`config.mk`:
```
export PLATFORM = sky130hd
export DESIGN_NAME = datasg_mc
export DESIGN_NICKNAME = d
export VERILOG_FILES = /design/src/rtl/datasg_mc_pkg.sv /design/src/rtl/datasg_region_tracker.sv /design/src/rtl/datasg_mc.sv
export SDC_FILE = /design/constraint.sdc
export NUM_CORES = 1
export LEC_CHECK = 0
export ABC_CLOCK_PERIOD_IN_PS = 9700
export CAP_MARGIN = 20
export CORE_MARGIN = 1.5
export CORE_UTILIZATION = 50
export CTS_CLUSTER_DIAMETER = 30
export DETAILED_ROUTE_END_ITERATION = 6
export PLACE_DENSITY = 0.72
export SLEW_MARGIN = 15
export SYNTH_ARGS = -nofsm -noshare
export SYNTH_HDL_FRONTEND = slang
export SYNTH_HIERARCHICAL = 1
export SYNTH_SLANG_ARGS = --single-unit
```
`constraint.sdc`:
```
create_clock -name clk -period 9.7 [get_ports clk]
set_input_delay 1.94 -clock clk [delete_from_list [all_inputs] [get_ports clk]]
set_output_delay 1.94 -clock clk [all_outputs]
set_load 0.005 [all_outputs]
```
`src/rtl/datasg_mc_pkg.sv`:
```
// Shared definitions for the scatter/gather SRAM write controller:
// state encoding, header field offsets and region sizing.
package datasg_mc_pkg;

   typedef enum logic [1:0] {
      ST_IDLE  = 2'd0,
      ST_WRITE = 2'd1,
      ST_DROP  = 2'd2
   } sg_state_e;

   localparam int DES_LSB = 0;

   function automatic int pri_lsb(input int des_w);
      return des_w;
   endfunction

   function automatic int len_lsb(input int des_w, input int pri_w);
      return des_w + pri_w;
   endfunction

   // Words per destination region: the SRAM is split evenly across ports.
   function automatic int region_words(input int addr_w, input int des_w);
      return 1 << (addr_w - des_w);
   endfunction

endpackage

```
`src/rtl/datasg_region_tracker.sv`:
```
// Per-port write pointer and occupancy bookkeeping for the SRAM regions.
module datasg_region_tracker
   import datasg_mc_pkg::*;
#(
   parameter int AW = 12,
   parameter int DW = 4,
   parameter int LW = 8
) (
   input  logic             clk,
   input  logic             rst,
   input  logic             rsv_valid_i,
   input  logic [DW-1:0]    rsv_port_i,
   input  logic [LW-1:0]    rsv_len_i,
   input  logic             adv_valid_i,
   input  logic [DW-1:0]    adv_port_i,
   input  logic             rel_valid_i,
   input  logic [DW-1:0]    rel_port_i,
   input  logic [DW-1:0]    occ_port_i,
   output logic [AW-DW:0]   occ_o,
   input  logic [DW-1:0]    wptr_port_i,
   output logic [AW-DW-1:0] wptr_o
);

   localparam int WW = AW - DW;
   localparam int OW = WW + 1;
   localparam int NP = 1 << DW;

   logic [WW-1:0] wptr_q [NP];
   logic [OW-1:0] occ_q  [NP];
   logic [OW-1:0] rsv_amt_s;

   // Admission guarantees L fits in the region, so truncation never loses bits.
   assign rsv_amt_s = OW'(rsv_len_i);
   assign occ_o     = occ_q[occ_port_i];
   assign wptr_o    = wptr_q[wptr_port_i];

   // Pointer advance wraps naturally within the region; release at zero is ignored.
   always_ff @(posedge clk or posedge rst) begin
      if (rst) begin
         for (int p = 0; p < NP; p++) begin
            wptr_q[p] <= '0;
            occ_q[p]  <= '0;
         end
      end else begin
         for (int p = 0; p < NP; p++) begin
            if (adv_valid_i && (adv_port_i == DW'(p))) begin
               wptr_q[p] <= wptr_q[p] + WW'(1);
            end
            occ_q[p] <= occ_q[p]
                      + ((rsv_valid_i && (rsv_port_i == DW'(p))) ? rsv_amt_s : OW'(0))
                      - ((rel_valid_i && (rel_port_i == DW'(p)) && (occ_q[p] != OW'(0)))
                         ? OW'(1) : OW'(0));
         end
      end
   end

endmodule

```
`src/rtl/datasg_mc.sv`:
```
// Header-driven SRAM write controller: admits packets into per-port regions,
// issues one arbitrated write per payload word, and drops packets that do not fit.
module datasg_mc
   import datasg_mc_pkg::*;
#(
   parameter int SG_DATA_WIDTH     = 64,
   parameter int SG_ADDRESS_WIDTH  = 12,
   parameter int SG_DES_WIDTH      = 4,
   parameter int SG_PRIORITY_WIDTH = 3,
   parameter int SG_LEN_WIDTH      = 8
) (
   input  logic                         clk,
   input  logic                         rst,
   input  logic [SG_DATA_WIDTH-1:0]     data_in,
   input  logic                         in_valid,
   output logic                         in_ready,
   output logic                         request,
   input  logic                         grant,
   output logic [SG_PRIORITY_WIDTH-1:0] wr_priority,
   output logic [SG_DES_WIDTH-1:0]      des_port,
   output logic [SG_ADDRESS_WIDTH-1:0]  address_write,
   output logic [SG_DATA_WIDTH-1:0]     data_write,
   input  logic                         release_valid,
   input  logic [SG_DES_WIDTH-1:0]      release_port,
   output logic [15:0]                  drop_cnt,
   output logic                         busy
);

   localparam int PRI_LSB = pri_lsb(SG_DES_WIDTH);
   localparam int LEN_LSB = len_lsb(SG_DES_WIDTH, SG_PRIORITY_WIDTH);
   localparam int R_WORDS = region_words(SG_ADDRESS_WIDTH, SG_DES_WIDTH);
   localparam int WW      = SG_ADDRESS_WIDTH - SG_DES_WIDTH;

   sg_state_e                    state_q, state_d;
   logic [SG_DES_WIDTH-1:0]      port_q, port_d, oport_q, oport_d;
   logic [SG_PRIORITY_WIDTH-1:0] pri_q, pri_d, opri_q, opri_d;
   logic [SG_LEN_WIDTH-1:0]      remain_q, remain_d;
   logic                         request_q, request_d;
   logic [SG_ADDRESS_WIDTH-1:0]  addr_q, addr_d;
   logic [SG_DATA_WIDTH-1:0]     data_q, data_d;
   logic [15:0]                  drop_cnt_q, drop_cnt_d;

   logic [SG_DES_WIDTH-1:0]      hdr_port_s;
   logic [SG_PRIORITY_WIDTH-1:0] hdr_pri_s;
   logic [SG_LEN_WIDTH-1:0]      hdr_len_s;
   logic [WW:0]                  occ_s;
   logic [WW-1:0]                wptr_s;
   logic                         fits_s, accept_s, in_ready_s, rsv_s, adv_s;

   assign hdr_port_s = data_in[DES_LSB +: SG_DES_WIDTH];
   assign hdr_pri_s  = data_in[PRI_LSB +: SG_PRIORITY_WIDTH];
   assign hdr_len_s  = data_in[LEN_LSB +: SG_LEN_WIDTH];
   // Admission uses the occupancy before any same-cycle release.
   assign fits_s     = (32'(hdr_len_s) + 32'(occ_s)) <= 32'(R_WORDS);
   assign accept_s   = in_valid && in_ready_s;

   datasg_region_tracker #(
      .AW (SG_ADDRESS_WIDTH),
      .DW (SG_DES_WIDTH),
      .LW (SG_LEN_WIDTH)
   ) u_tracker (
      .clk         (clk),
      .rst         (rst),
      .rsv_valid_i (rsv_s),
      .rsv_port_i  (hdr_port_s),
      .rsv_len_i   (hdr_len_s),
      .adv_valid_i (adv_s),
      .adv_port_i  (port_q),
      .rel_valid_i (release_valid),
      .rel_port_i  (release_port),
      .occ_port_i  (hdr_port_s),
      .occ_o       (occ_s),
      .wptr_port_i (port_q),
      .wptr_o      (wptr_s)
   );

   // Next-state and output-register loading; the pending write is held until grant.
   always_comb begin
      state_d    = state_q;
      port_d     = port_q;
      pri_d      = pri_q;
      remain_d   = remain_q;
      request_d  = request_q && !grant;
      addr_d     = addr_q;
      data_d     = data_q;
      opri_d     = opri_q;
      oport_d    = oport_q;
      drop_cnt_d = drop_cnt_q;
      in_ready_s = 1'b1;
      rsv_s      = 1'b0;
      adv_s      = 1'b0;
      case (state_q)
         ST_IDLE: begin
            if (accept_s && (hdr_len_s != '0)) begin
               port_d   = hdr_port_s;
               pri_d    = hdr_pri_s;
               remain_d = hdr_len_s;
               if (fits_s) begin
                  state_d = ST_WRITE;
                  rsv_s   = 1'b1;
               end else begin
                  state_d = ST_DROP;
                  if (drop_cnt_q != 16'hFFFF) begin
                     drop_cnt_d = drop_cnt_q + 16'd1;
                  end else begin
                     drop_cnt_d = drop_cnt_q;
                  end
               end
            end else begin
               state_d = ST_IDLE;
            end
         end
         ST_WRITE: begin
            in_ready_s = !request_q || grant;
            if (accept_s) begin
               request_d = 1'b1;
               addr_d    = {port_q, wptr_s};
               data_d    = data_in;
               opri_d    = pri_q;
               oport_d   = port_q;
               adv_s     = 1'b1;
               remain_d  = remain_q - SG_LEN_WIDTH'(1);
               if (remain_q == SG_LEN_WIDTH'(1)) begin
                  state_d = ST_IDLE;
               end else begin
                  state_d = ST_WRITE;
               end
            end else begin
               state_d = ST_WRITE;
            end
         end
         ST_DROP: begin
            if (accept_s) begin
               remain_d = remain_q - SG_LEN_WIDTH'(1);
               if (remain_q == SG_LEN_WIDTH'(1)) begin
                  state_d = ST_IDLE;
               end else begin
                  state_d = ST_DROP;
               end
            end else begin
               state_d = ST_DROP;
            end
         end
         default: begin
            state_d = ST_IDLE;
         end
      endcase
   end

   // State and output registers.
   always_ff @(posedge clk or posedge rst) begin
      if (rst) begin
         state_q    <= ST_IDLE;
         port_q     <= '0;
         pri_q      <= '0;
         remain_q   <= '0;
         request_q  <= 1'b0;
         addr_q     <= '0;
         data_q     <= '0;
         opri_q     <= '0;
         oport_q    <= '0;
         drop_cnt_q <= 16'd0;
      end else begin
         state_q    <= state_d;
         port_q     <= port_d;
         pri_q      <= pri_d;
         remain_q   <= remain_d;
         request_q  <= request_d;
         addr_q     <= addr_d;
         data_q     <= data_d;
         opri_q     <= opri_d;
         oport_q    <= oport_d;
         drop_cnt_q <= drop_cnt_d;
      end
   end

   assign in_ready      = in_ready_s;
   assign request       = request_q;
   assign wr_priority   = opri_q;
   assign des_port      = oport_q;
   assign address_write = addr_q;
   assign data_write    = data_q;
   assign drop_cnt      = drop_cnt_q;
   assign busy          = (state_q != ST_IDLE) || request_q;

endmodule
```
==> summary.txt, run 1 <==
Status
  – Status: completed

Routing
  – Post-route DRC: 0
  – Final WL: approximately 70,000 µm
  – Final ANT Viol Nets: 0
  – DR pass1 iterations: 6
  – DR WL/cell: between 15 and 20 µm
  – Routed vias/inst: 5.73
  – DR iter-0 viols: 1,650
  – Via count: 21.1k

Global route
  – Initial antenna violation count: 1
  – Grt ovf: 0
  – First-pass GRT wire length: 113,000 µm
  – GRT Resource Usage Total: 26.5%
  – Pin count of the biggest net entering global routing: approximately 120
  – Vias in the first global route: 21.4k

Timing
  – Unrepaired setup endpoints after global routing: no
  – Slew Limit Fails: 0
  – Measured slew at the worst slew-check pin: about 1100 ps
  – Post-Route Skew: 42.8 ps
  – Clock period minus worst slack: 8280 ps
  – Final setup TNS: 0 ps
  – Slew HR: 27.5%
  – Endpoints failing setup: 0
  – Final period util: roughly 85%
  – Fmax: 0.121 GHz
  – Worst hold margin: 464 ps
  – Final Hold Viols: 0

Floorplanning
  – Vert. Die Dim: about 230 µm
  – # rows: 83
  – I/O pin count: 175
  – Initial core utilization: roughly half
  – Die W: roughly 230 µm
  – Die area: between 50,000 and 60,000 µm²
  – Core box area: between 50,000 and 60,000 µm²

Power and ir drop
  – Switching Share: 39.7%
  – P_leak: 15.5 nW
  – Total Power: 0.0116 W
  – Clock share of power: 27.3%
  – Comb power frac: between 40% and 50%
  – Power Internal: approximately 0.0070 W
  – Power per cell area: 368 nW/µm²
  – Worst-case vdd ir drop: 175 µV
  – Psw: roughly 0.0046 W
  – Seq pwr share: 24.8%

Synth
  – Syn nets: 3,090
  – Synth warn: 6
  – Area leader, netlist: dfrtp_1
  – Post-synth top flop: dfrtp_1
  – Top-area cell type share of the netlist area: 37.1%
  – Synthesized area per cell: 9.58 µm²
  – Post-synthesis cell type count: 82
  – Synth async-reset ratio: 100%
  – Yosys reg bits: 385
  – Mapped Area: 26,000 µm²
  – Post-synth EDFFs: 0
  – Mapped Cells: 2,713
  – Sequential share of the synthesized area: 37.1%
  – Top cells by area, synth: dfrtp_1 37%, ha_1 14%, nand2_1 6.3%

Clock tree
  – Clock transition at path regs: 50 ps
  – Setup bufs post-CTS: 0
  – H-tree levels: 3
  – Clk Tree Root Cell: clkbuf_16
  – Maximum root-to-sink buffer count: 3
  – Clock Latency Late Sink: 640 ps
  – Hold_buf cts: 0
  – Sink Count: 385
  – CTS tree: built
  – CTS resizes: 0
  – CTS Buf Count: 90

Worst setup path
  – Crit path kind: primary input to flop
  – Critical Path RT: 10,200 ps
  – Crit-path max FO: 45
  – Critical Path End Type: flop
  – WP data arrival: 8780 ps
  – Startpoint types: primary input

Place
  – Hpwl dp: 50,100 µm
  – # port buffers: between 150 and 200
  – RD Place Congestion: 0.952

Layout
  – Nets: 3,307
  – Final core occ: between 60 and 70%
  – Layout area overhead: 21.7%
  – Most frequent cells in the layout: 436 x nand2_1, 389 x inv_1, 383 x dfrtp_1
  – Commonest non-fill, non-tap cell in the layout: nand2_1
  – Layout cells sized above 1: 10.1%

Job
  – Max Cap Violations: 0

Worst hold path
  – Min-Delay Path Class: flop to flop
-- worst paths after layout --
check | start | endpoint | slack, ps | cells past startpoint
setup / recovery | data_in[1] | u_tracker/occ_q[143] | 1420 | 22
hold / removal | u_tracker/wptr_q[95] | u_tracker/wptr_q[95] | 460 | 1
setup reg to reg | u_tracker/occ_q[0] | u_tracker/occ_q[143] | 3050 | 22
hold reg to reg | u_tracker/wptr_q[95] | u_tracker/wptr_q[95] | 460 | 1
max in group asynchronous | rst | u_tracker/occ_q[8] | 6230 | 3
min in group asynchronous | rst | port_q[2] | 1870 | 2
-- power by group through the flow --
stage / Combinational [W] / Sequential [W] / Clock (W)
after floorplan: 0.00421 / 0.00258 / 0
after global placement: 0.00520 / 0.00285 / 0
after detailed placement: 0.00544 / 0.00287 / 0
after CTS: 0.00554 / 0.00285 / 0.00322
after global routing: 0.00623 / 0.00292 / 0.00331
final: 0.00557 / 0.00288 / 0.00317
-- critical path, cell delays in order --
cell,delay (ps)
buf_2,750
mux4_2,630
a22oi_1,190
nand2_1,130
fa_1,450
xor2_1,160
a2111oi_0,430
o2111ai_1,250
nor4_4,250
o21ai_2,180
nor2_1,440
or3b_2,590
nor3_2,410
nand2_1,110
ha_1,290
inv_1,40
ha_1,200
fa_1,400
a21oi_1,210
o22ai_1,150
or3_1,410
o311a_1,120
-- logic make-up after synthesis --
family | Yosys count | share of synthesized area [%]
and+or+nand+nor | 919 | 17.2
buffers and inverters | 460 | 7.04
DFF | 385 | 37.1
adders and majority gates | 304 | 15.1
AOI/OAI and AO/OA | 300 | 7.92
xor gates and xnor gates | 229 | 7.72
muxes | 116 | 7.94
-- synth_stat cells (all sizes together), types with 4 or more instances --
master   instances
nand2          436
inv            393
dfrtp          385
ha             287
xnor2          137
nor2           126
xor2            92
a21oi           74
mux4            68
nand4           59
nor3            54
nand3           53
o21ai           45
buf             42
nor4            39
and3            37
a22oi           34
mux2            34
a21o            25
clkbuf          25
o21a            24
nor2b           19
fa              17
a311oi          16
and3b           16
and4            15
mux2i           14
nand2b          13
o21bai          13
nand3b          12
a211oi          11
o211ai          11
nor3b           10
nand4b           8
o22ai            6
or3              5
a22o             4
and2             4
and4b            4
o2111ai          4
-- metal layers --
| metal | GRT usage (%) | wire length [µm] | up-vias |
|---|---|---|---|
| met5 | 0 | 11 | - |
| met4 | 10.5 | 2200 | 2 |
| met3 | 5.62 | 6060 | 168 |
| met2 | 44.1 | 33200 | 866 |
| met1 | 33.8 | 28400 | 10400 |
| li1 | - | - | 9746 |
-- registers in the layout (all words and copies together), names as in the netlist --
name / flops
data_write: 64
pri_q: 3
state_q: 2
request: 1
drop_cnt: 16
port_q: 4
des_port: 4
address_write: 8
u_tracker/wptr_q: 128
wr_priority: 3
u_tracker/occ_q: 144
remain_q: 8
-- final cells by class --
class	count	area [µm²]
antenna	2	5.00
fill	4113	19700
timing repair buffer	192	1870
multi-input combinational	1868	14500
clock inverter	46	684
tap	680	851
inverter	393	1490
sequential	385	9640
clock buffer	121	2550
-- through the flow --
stage          std cells  setup WS, ps  instance area (µm²)
2_1_floorplan       2713           265                26000
3_3_place_gp        3518           993                28400
3_5_place_dp        3518           811                28400
4_1_cts             3685          1460                31600
5_1_grt             3685           923                31600
6_report            3687          1420                31600
Power figures use the tool's default switching activity.
==> run 2, diff against run 1 <==
--- a/config.mk
+++ b/config.mk
@@ -5,8 +5,9 @@
 export SDC_FILE = /design/constraint.sdc
 export NUM_CORES = 1
 export LEC_CHECK = 0
-export ABC_CLOCK_PERIOD_IN_PS = 9700
+export ABC_CLOCK_PERIOD_IN_PS = 7300
 export CAP_MARGIN = 20
+export CORE_ASPECT_RATIO = 1.1
 export CORE_MARGIN = 1.5
 export CORE_UTILIZATION = 50
 export CTS_CLUSTER_DIAMETER = 30
==> constraint.sdc (replaced) <==
create_clock -name clk -period 7.3 [get_ports clk]
set_input_delay 1.46 -clock clk [delete_from_list [all_inputs] [get_ports clk]]
set_output_delay 1.46 -clock clk [all_outputs]
set_load 0.005 [all_outputs]
==> summary.txt, run 2 (synthesis gave the netlist of run 1 again) <==
Status
  – Status: completed

Routing
  – Post-route DRC: 0 (unchanged)
  – Via count: 21.3k (+0.51%)
  – DR WL/cell: 18.7 µm (-1.3%)
  – Final WL: 69,400 µm (-0.75%)
  – Routed vias/inst: 5.73 (about the same)
  – DR iter-0 viols: 1,448 (-12%)
  – DR pass1 iterations: 6 (unchanged)
  – Final ANT Viol Nets: 0 (unchanged)

Timing
  – Fmax: 0.144 GHz
  – Worst hold margin: 468 ps (+4.04 ps)
  – Clock period minus worst slack: 6930 ps
  – Final setup TNS: 0 ps (unchanged)
  – Post-Route Skew: 19.9 ps (-22.9 ps)
  – Final Hold Viols: 0 (unchanged)
  – Endpoints failing setup: 0 (unchanged)
  – Measured slew at the worst slew-check pin: 1150 ps (+61.6 ps)
  – Slew HR: 23.4% (-4.1 points)
  – Unrepaired setup endpoints after global routing: no
  – Final period util: 94.9%
  – Slew Limit Fails: 0 (unchanged)

Layout
  – Most frequent cells in the layout: 436 x nand2_1, 389 x inv_1, 383 x dfrtp_1
  – Area of the multi-input gates: 14,500 µm² (unchanged)
  – Commonest non-fill, non-tap cell in the layout: nand2_1
  – Ant diodes: 0 (-2)
  – Flip-flop count of the largest register after layout: 144 (unchanged)
  – Layout area overhead: 23.0%
  – Final core occ: 62.3% (+0.71 points)
  – Nets: 3,346 (+1.2%)
  – Most flop-heavy register: u_tracker/occ_q
  – Layout cells sized above 1: 11.5% (+1.4 points)
  – Filler cell count: 3,994 (-2.9%)
  – Register area: 9640 µm² (unchanged)

Worst setup path
  – Crit-path max FO: 9 (-80%)
  – Critical Path End Type: flop
  – Startpoint types: primary input
  – WP data arrival: 7480 ps (-1300 ps)
  – Critical Path RT: 7850 ps (-2350 ps)
  – Crit path kind: primary input to flop

Power and ir drop
  – P_leak: 15.7 nW (+1.6%)
  – Power Internal: 0.00943 W (+34%)
  – Comb power frac: 47.9% (about the same)
  – Worst-case vdd ir drop: 315 µV (+80%)
  – Clock share of power: 27.9% (+0.6 points)
  – Total Power: 0.0155 W (+34%)
  – Psw: 0.00611 W (+32%)
  – Power per cell area: 486 nW/µm² (+32%)
  – Seq pwr share: 24.2% (-0.6 points)
  – Switching Share: 39.3% (-0.34 points)

Global route
  – GRT Resource Usage Total: 26.2% (-0.35 points)
  – First-pass GRT wire length: 112,000 µm (-0.62%)
  – Vias in the first global route: 21.8k (+1.7%)
  – Grt ovf: 0 (unchanged)
  – Pin count of the biggest net entering global routing: 187 (+60%)
  – Initial antenna violation count: 2 (+1)

Clock tree
  – CTS resizes: 0 (unchanged)
  – Setup bufs post-CTS: 0 (unchanged)
  – Hold_buf cts: 0 (unchanged)
  – Clock Latency Late Sink: 630 ps (about the same)
  – Clock transition at path regs: 50 ps (about the same)
  – CTS Buf Count: 90 (unchanged)
  – Sink Count: 385 (unchanged)
  – H-tree levels: 3 (unchanged)
  – CTS tree: built
  – Maximum root-to-sink buffer count: 3 (unchanged)
  – Clk Tree Root Cell: clkbuf_16

Place
  – RD Place Congestion: 0.961 (+0.99%)
  – Hpwl dp: 49,800 µm (-0.65%)
  – # port buffers: 174 (unchanged)

Floorplanning
  – Core box area: 51,300 µm² (about the same)
  – Die area: 53,300 µm² (about the same)
  – # rows: 87 (+4.8%)
  – Initial core utilization: 50.7% (about the same)
  – Die W: 220 µm (-4.6%)
  – Vert. Die Dim: 242 µm (+4.8%)
  – I/O pin count: 175 (unchanged)

Job
  – Max Cap Violations: 0 (unchanged)

Worst hold path
  – Min-Delay Path Class: flop to flop
[run 2: final cells by class]
type | count | area share [%]
Clock buffer | 109 | 7.71
Inverter | 393 | 4.64
Timing Repair Buffer | 231 | 6.80
Multi-Input combinational cell | 1868 | 45.5
Clock inverter | 55 | 2.63
Tap cell | 667 | 2.61
Sequential cell | 385 | 30.2
[run 2: critical path: stages]
cell       delay [ps]
buf_2             250
buf_4             220
mux4_2            500
a22oi_1           300
nand2_1           160
fa_1              460
xor2_1            150
a2111oi_0         530
o2111ai_1         270
nor4_4            230
o21ai_2           100
nor2_1            130
or3b_2            530
buf_4             170
nor2_1            120
buf_4             180
nand2_1            60
ha_1              290
inv_1              40
ha_1              360
and3_1            210
a221o_1           350
o32ai_1           250
nand3b_1          140
[run 2: layer usage]
metal	GRT usage [%]	up-vias	part of all wire (%)
met5	0	-	0.037
met4	11.3	4	3.6
met2	45.0	800	49
li1	-	9827	-
met3	4.62	183	7.6
met1	32.0	10400	39
[run 2: final timing paths]
kind                                         to                  from  depth (start not counted)  slack, ps
max                        u_tracker/occ_q[124]            data_in[0]                         24        370
min                        u_tracker/wptr_q[15]  u_tracker/wptr_q[15]                          1        470
max reg2reg                u_tracker/occ_q[124]    u_tracker/occ_q[0]                         23       1190
min reg2reg                u_tracker/wptr_q[15]  u_tracker/wptr_q[15]                          1        470
max in group asynchronous   u_tracker/wptr_q[3]                   rst                          3       4540
min in group asynchronous   u_tracker/occ_q[71]                   rst                          2       1320
[run 2: through the flow]
step | cell area (µm²) | setup slack, ps | cells
floorplan | 26000 | 245 | 2713
global placement | 28700 | 20.2 | 3544
detailed placement | 28700 | -107 | 3544
CTS | 32000 | 519 | 3708
global route | 32000 | 30.2 | 3708
finish | 32000 | 370 | 3708
[run 2: power by group through the flow]
stage | logic (W) | registers (W) | clock network [W]
after floorplan | 0.00559 | 0.00343 | 0
after global placement | 0.00696 | 0.00372 | 0
after detailed placement | 0.00731 | 0.00376 | 0
after CTS | 0.00742 | 0.00373 | 0.00438
after global routing | 0.00836 | 0.00381 | 0.00450
final | 0.00744 | 0.00376 | 0.00433
